File: src/rtl/pgm_bus_pkg.sv
// Shared types and constants for the PGM 68000 bus responders.
package pgm_bus_pkg;

  localparam int BUS_ADDR_W = 23;
  localparam logic [15:0] BUS_IDLE_DATA = 16'hFFFF;

  // Responder bus-cycle states. DRAIN is reserved and falls straight back to IDLE.
  typedef enum logic [2:0] {
    ST_IDLE  = 3'd0,
    ST_REQ   = 3'd1,
    ST_DTACK = 3'd2,
    ST_BERR  = 3'd3,
    ST_DRAIN = 3'd4
  } resp_state_t;

  // Read data as the CPU sees it: lanes that were not strobed float high.
  function automatic logic [15:0] lane_merge(input logic [1:0] be, input logic [15:0] data);
    logic [15:0] merged;
    merged[15:8] = be[1] ? data[15:8] : 8'hFF;
    merged[7:0]  = be[0] ? data[7:0]  : 8'hFF;
    return merged;
  endfunction

endpackage

File: src/rtl/pgm_m68k_responder.sv
// Registered 68000 slave responder: turns one AS/UDS/LDS bus cycle into a single
// req/ack transaction on a generic memory port, answering with DTACK or BERR.
module pgm_m68k_responder
  import pgm_bus_pkg::*;
#(
  parameter int TIMEOUT_CYCLES = 255
) (
  input  logic                  fixed_20m_clk,
  input  logic                  reset_n,
  input  logic [BUS_ADDR_W-1:0] cpu_adr,
  input  logic [15:0]           cpu_dout,
  input  logic                  cpu_as_n,
  input  logic                  cpu_uds_n,
  input  logic                  cpu_lds_n,
  input  logic                  cpu_rw_n,
  input  logic                  sel,
  output logic [15:0]           cpu_din,
  output logic                  cpu_dtack_n,
  output logic                  cpu_berr_n,
  output logic                  mem_req,
  output logic                  mem_we,
  output logic [BUS_ADDR_W-1:0] mem_addr,
  output logic [15:0]           mem_wdata,
  output logic [1:0]            mem_be,
  input  logic                  mem_ack,
  input  logic [15:0]           mem_rdata
);

  // The counter holds the number of REQ cycles already spent waiting; the bus
  // error fires on the edge that finds it equal to the limit, which puts the
  // BERR edge TIMEOUT_CYCLES+1 cycles after mem_req rose.
  localparam logic [7:0] TIMEOUT_LIMIT = 8'(TIMEOUT_CYCLES);

  resp_state_t state_reg, state_next;

  logic [15:0]           din_reg, din_next;
  logic                  dtack_n_reg, dtack_n_next;
  logic                  berr_n_reg, berr_n_next;
  logic                  req_reg, req_next;
  logic                  we_reg, we_next;
  logic [BUS_ADDR_W-1:0] addr_reg, addr_next;
  logic [15:0]           wdata_reg, wdata_next;
  logic [1:0]            be_reg, be_next;
  logic [7:0]            count_reg, count_next;
  logic                  served_reg, served_next;

  logic start_cycle;

  // A new transaction may only start once per AS assertion, and only when a
  // data strobe is visible (writes assert UDS/LDS later than AS).
  assign start_cycle = !cpu_as_n && sel && !served_reg && (!cpu_uds_n || !cpu_lds_n);

  // State register.
  always_ff @(posedge fixed_20m_clk) begin
    if (!reset_n) begin
      state_reg <= ST_IDLE;
    end else begin
      state_reg <= state_next;
    end
  end

  // Next-state logic.
  always_comb begin
    state_next = state_reg;
    case (state_reg)
      ST_IDLE: begin
        if (start_cycle) state_next = ST_REQ;
      end
      ST_REQ: begin
        // served_reg drops if AS went away at any point during the request, so
        // an ack landing after a re-asserted AS never acknowledges the new cycle.
        if (mem_ack) begin
          state_next = (!cpu_as_n && served_reg) ? ST_DTACK : ST_IDLE;
        end else if (count_reg == TIMEOUT_LIMIT) begin
          state_next = ST_BERR;
        end
      end
      ST_DTACK: begin
        if (cpu_as_n) state_next = ST_IDLE;
      end
      ST_BERR: begin
        if (cpu_as_n) state_next = ST_IDLE;
      end
      ST_DRAIN: state_next = ST_IDLE;
      default:  state_next = ST_IDLE;
    endcase
  end

  // Output/datapath next values, all derived so every port comes from a flop.
  always_comb begin
    din_next     = din_reg;
    we_next      = we_reg;
    addr_next    = addr_reg;
    wdata_next   = wdata_reg;
    be_next      = be_reg;
    count_next   = count_reg;
    served_next  = served_reg;

    if (cpu_as_n) served_next = 1'b0;

    if (state_reg == ST_IDLE && state_next == ST_REQ) begin
      addr_next   = cpu_adr;
      we_next     = ~cpu_rw_n;
      be_next     = {~cpu_uds_n, ~cpu_lds_n};
      wdata_next  = cpu_dout;
      count_next  = 8'd0;
      served_next = 1'b1;
    end

    if (state_reg == ST_REQ && !mem_ack) count_next = count_reg + 8'd1;

    if (state_reg == ST_REQ && state_next == ST_DTACK && !we_reg) begin
      din_next = lane_merge(be_reg, mem_rdata);
    end else if (state_next != ST_DTACK) begin
      din_next = BUS_IDLE_DATA;
    end

    req_next     = (state_next == ST_REQ);
    dtack_n_next = (state_next != ST_DTACK);
    berr_n_next  = (state_next != ST_BERR);
  end

  // Output and datapath registers.
  always_ff @(posedge fixed_20m_clk) begin
    if (!reset_n) begin
      din_reg     <= BUS_IDLE_DATA;
      dtack_n_reg <= 1'b1;
      berr_n_reg  <= 1'b1;
      req_reg     <= 1'b0;
      we_reg      <= 1'b0;
      addr_reg    <= '0;
      wdata_reg   <= 16'h0000;
      be_reg      <= 2'b00;
      count_reg   <= 8'd0;
      served_reg  <= 1'b0;
    end else begin
      din_reg     <= din_next;
      dtack_n_reg <= dtack_n_next;
      berr_n_reg  <= berr_n_next;
      req_reg     <= req_next;
      we_reg      <= we_next;
      addr_reg    <= addr_next;
      wdata_reg   <= wdata_next;
      be_reg      <= be_next;
      count_reg   <= count_next;
      served_reg  <= served_next;
    end
  end

  assign cpu_din     = din_reg;
  assign cpu_dtack_n = dtack_n_reg;
  assign cpu_berr_n  = berr_n_reg;
  assign mem_req     = req_reg;
  assign mem_we      = we_reg;
  assign mem_addr    = addr_reg;
  assign mem_wdata   = wdata_reg;
  assign mem_be      = be_reg;

endmodule

File: config.mk
export PLATFORM = sky130hd
export DESIGN_NAME = pgm_m68k_responder
export DESIGN_NICKNAME = d
export VERILOG_FILES = /design/src/rtl/pgm_bus_pkg.sv /design/src/rtl/pgm_m68k_responder.sv
export SDC_FILE = /design/constraint.sdc
export NUM_CORES = 1
export LEC_CHECK = 0
export CAP_MARGIN = 30
export CORE_AREA = 3 3 113 72
export CTS_CLUSTER_DIAMETER = 60
export DETAILED_ROUTE_END_ITERATION = 10
export DIE_AREA = 0 0 116 75
export HOLD_SLACK_MARGIN = 0.06
export PLACE_DENSITY = 0.79
export SYNTH_ARGS = -nofsm -noshare
export SYNTH_HDL_FRONTEND = slang
export SYNTH_SLANG_ARGS = --single-unit
File: constraint.sdc
create_clock -name fixed_20m_clk -period 2.36 [get_ports fixed_20m_clk]
set_input_delay 0.354 -clock fixed_20m_clk [delete_from_list [all_inputs] [get_ports fixed_20m_clk]]
set_output_delay 0.354 -clock fixed_20m_clk [all_outputs]
set_load 0.005 [all_outputs]
==> flow_summary.toml <==
[run_status]
outcome = "finished, final reports clean"

[synth]
syn_area_per_cell_um2 = 8.99
syn_area_um2 = 3060
synth_nets = 405
synth_xor_area_share_pct = 0
ys_seq_area_share_pct = 47.7
yosys.area_share.adder_pct = 0.408
synth.distinct_cells = 39
synth_top_family_by_area = "compound AO/OA/AOI/OAI gates"
synth_mux_area_share_pct = 5.23
synth_compound_area_share_pct = 21.9
synth-async-reset-ratio_pct = 0
synth-edff-count = 0
synth_cells = 341
synth_ff_type = "dfxtp_1"
yosys.area_share.simple_pct = 19.8
synth-seq-cells = 73
ys.warnings.count = 0

[clocking]
cts-root-buf = "clkbuf_16"
numCtsBuffers = 9
cts_resized = 0
clkSlewWorstSetupHoldPaths_ns = 0.06
cts_max_level = 3
clk_latency_ns = 0.33
hold_buffers = 0
cts_setup_buffers = 0
clock_sinks = 73
cts_max_path_buffers = 2
cts_tree = "built"

[timing]
skew_ns = 0.00891
rsz0062_at_grt = "false"
period_needed_ns = 1.99
max_freq_ghz = 0.502
drv_slew = 0
setup_viol = 0
finalHoldViolations = 0
slew_headroom_pct = 52.9
setup_tns_ns = 0
final.period_utilization_pct = 84.5
worst_pin_slew_ns = 0.702

[floorplan]
io_pins = 124
row_count = 24
chipHeight_um = 75
core_um2 = 7150
die_area_um2 = 8700
initial_core_util_pct = 42.9
fp.dieW_um = 116

[placement]
hpwl_um = 6310
portBuffers = 123
gp_congestion = 0.885

[final_layout]
final_cell_mix = "clkdlybuf4s50_1, dfxtp_1, a21oi_1"
drive_gt1_share_pct = 7.79
mostFrequentLayoutCell = "clkdlybuf4s50_1"
largest_reg_flops = 23
layout.nets = 521
diodes = 0
post-route-util_pct = 66.2
syn_to_final_growth_pct = 54.4

[global_route]
overflow = 0
antenna_found_initial = 0
grt_pass1_wl_um = 14600
grt_max_degree = 45
track_usage_pct = 21.1
grt_pass1_vias = 2964

[route]
wirelength_um = 9170
wl_per_cell_um = 16.6
dr.pass1.iters = 4
drc_errors = 0
final_antenna_net_count = 0
dr.first_iter.drc_count = 152
num_vias = 3105
vias_per_cell = 5.61

[pwr]
power_frac_comb_pct = 10.1
p_int_w = 0.00241
netSwitchingFraction_pct = 21.4
pwr-share-seq_pct = 41.6
ir_worst_vdd_mv = 0.349
finalPower_w = 0.00307
powerDensity_nw_per_um2 = 649
p_clk_share_pct = 48.4
p_switching_w = 0.000658
leakage_nw = 1.54

[critical_path]
critPathKind = "reg2reg"
cp.required_ns = 2.55
crit_arrival_ns = 2.18
path_max_fanout = 11
crit_path_end_kind = "flip-flop"
worstSetupStartpointType = "flip-flop"
r2r_cells = 5

[hold_path]
min_delay_path_depth = 2
hp-class = "reg2reg"

[run]
maxCapViolations = 0
==> per-layer routing <==
layer	global-route usage (%)	wire (um)	vias to the layer above
li1	-	-	1501
met1	27.9	4170	1467
met2	32.8	4130	122
met3	7.95	764	15
met4	5.92	110	0
met5	0	0	-
==> Yosys cell counts (2+ instances only) <==
master     number  area (um2)
nor2b_1         2        12.5
nand2b_1       18         113
or3_1           2        12.5
a2111oi_0       2        17.5
a211o_1         2        17.5
o211ai_1        7        52.6
nand2_1         6        22.5
a21oi_1        47         235
buf_4           2        15.0
mux2i_1        16         160
a31oi_1         2        12.5
clkbuf_1       24        90.1
a211oi_1        4        30.0
nand4_1        19         119
buf_2           2        10.0
buf_6           2        22.5
nand3_1        43         215
o21ai_0        40         200
dfxtp_1        73        1460
a211oi_2        3        37.5
nor4b_2         2        30.0
or4_1           2        15.0
nor2_1          3        11.3
o21ai_1         3        15.0
==> power groups by stage <==
stage / Combinational, W / Clock [W] / Sequential, W
after CTS: 0.000310 / 0.00151 / 0.00128
after global placement: 0.000303 / 0 / 0.00130
after global routing: 0.000333 / 0.00156 / 0.00128
final: 0.000309 / 0.00149 / 0.00128
after detailed placement: 0.000307 / 0 / 0.00130
after floorplan: 0.000113 / 0 / 0.00130
==> worst max-delay path, stage by stage, from the launching register on <==
cell      delay, ns
dfxtp_1        0.42
ha_1           0.22
nand3_1        0.18
o21ai_1        0.62
buf_4          0.30
o211ai_1       0.10
==> path summary, 6_finish.rpt <==
kind / start / to / slack, ns
hold reg to reg: mem_addr[12] / mem_addr[12] / 0.47
setup reg to reg: count_reg[0] / cpu_berr_n / 0.37
hold / removal: mem_addr[12] / mem_addr[12] / 0.47
setup / recovery: count_reg[0] / cpu_berr_n / 0.37
==> per-stage QoR <==
step           cell area (um2)  setup slack [ns]  std cells  hold WS [ns]
6_report                  4730             0.367        553         0.471
5_1_grt                   4730             0.168        553         0.493
4_1_cts                   4730             0.378        553         0.474
3_5_place_dp              4400            0.0503        537         0.466
3_3_place_gp              4390            0.0407        536         0.460
2_1_floorplan             3060             0.651        341         0.451
==> logic make-up after synthesis <==
| family | Yosys count |
|---|---|
| multiplexers | 16 |
| flip-flops | 73 |
| AO/OA/AOI/OAI | 114 |
| AND/OR/NAND/NOR | 103 |
| other | 1 |
| adder cells (fa/ha/maj) | 1 |
| buffers and inverters | 33 |
==> area by class of cell <==
cell class                      count  area (um2)
Sequential cell                    73        1460
Timing Repair Buffer              136        1340
Fill cell                         614        2410
Clock buffer                       12         256
Tap cell                           91         114
Clock inverter                      4        75.1
Multi-Input combinational cell    235        1480
Inverter                            2        7.51
Power figures use the tool's default switching activity.
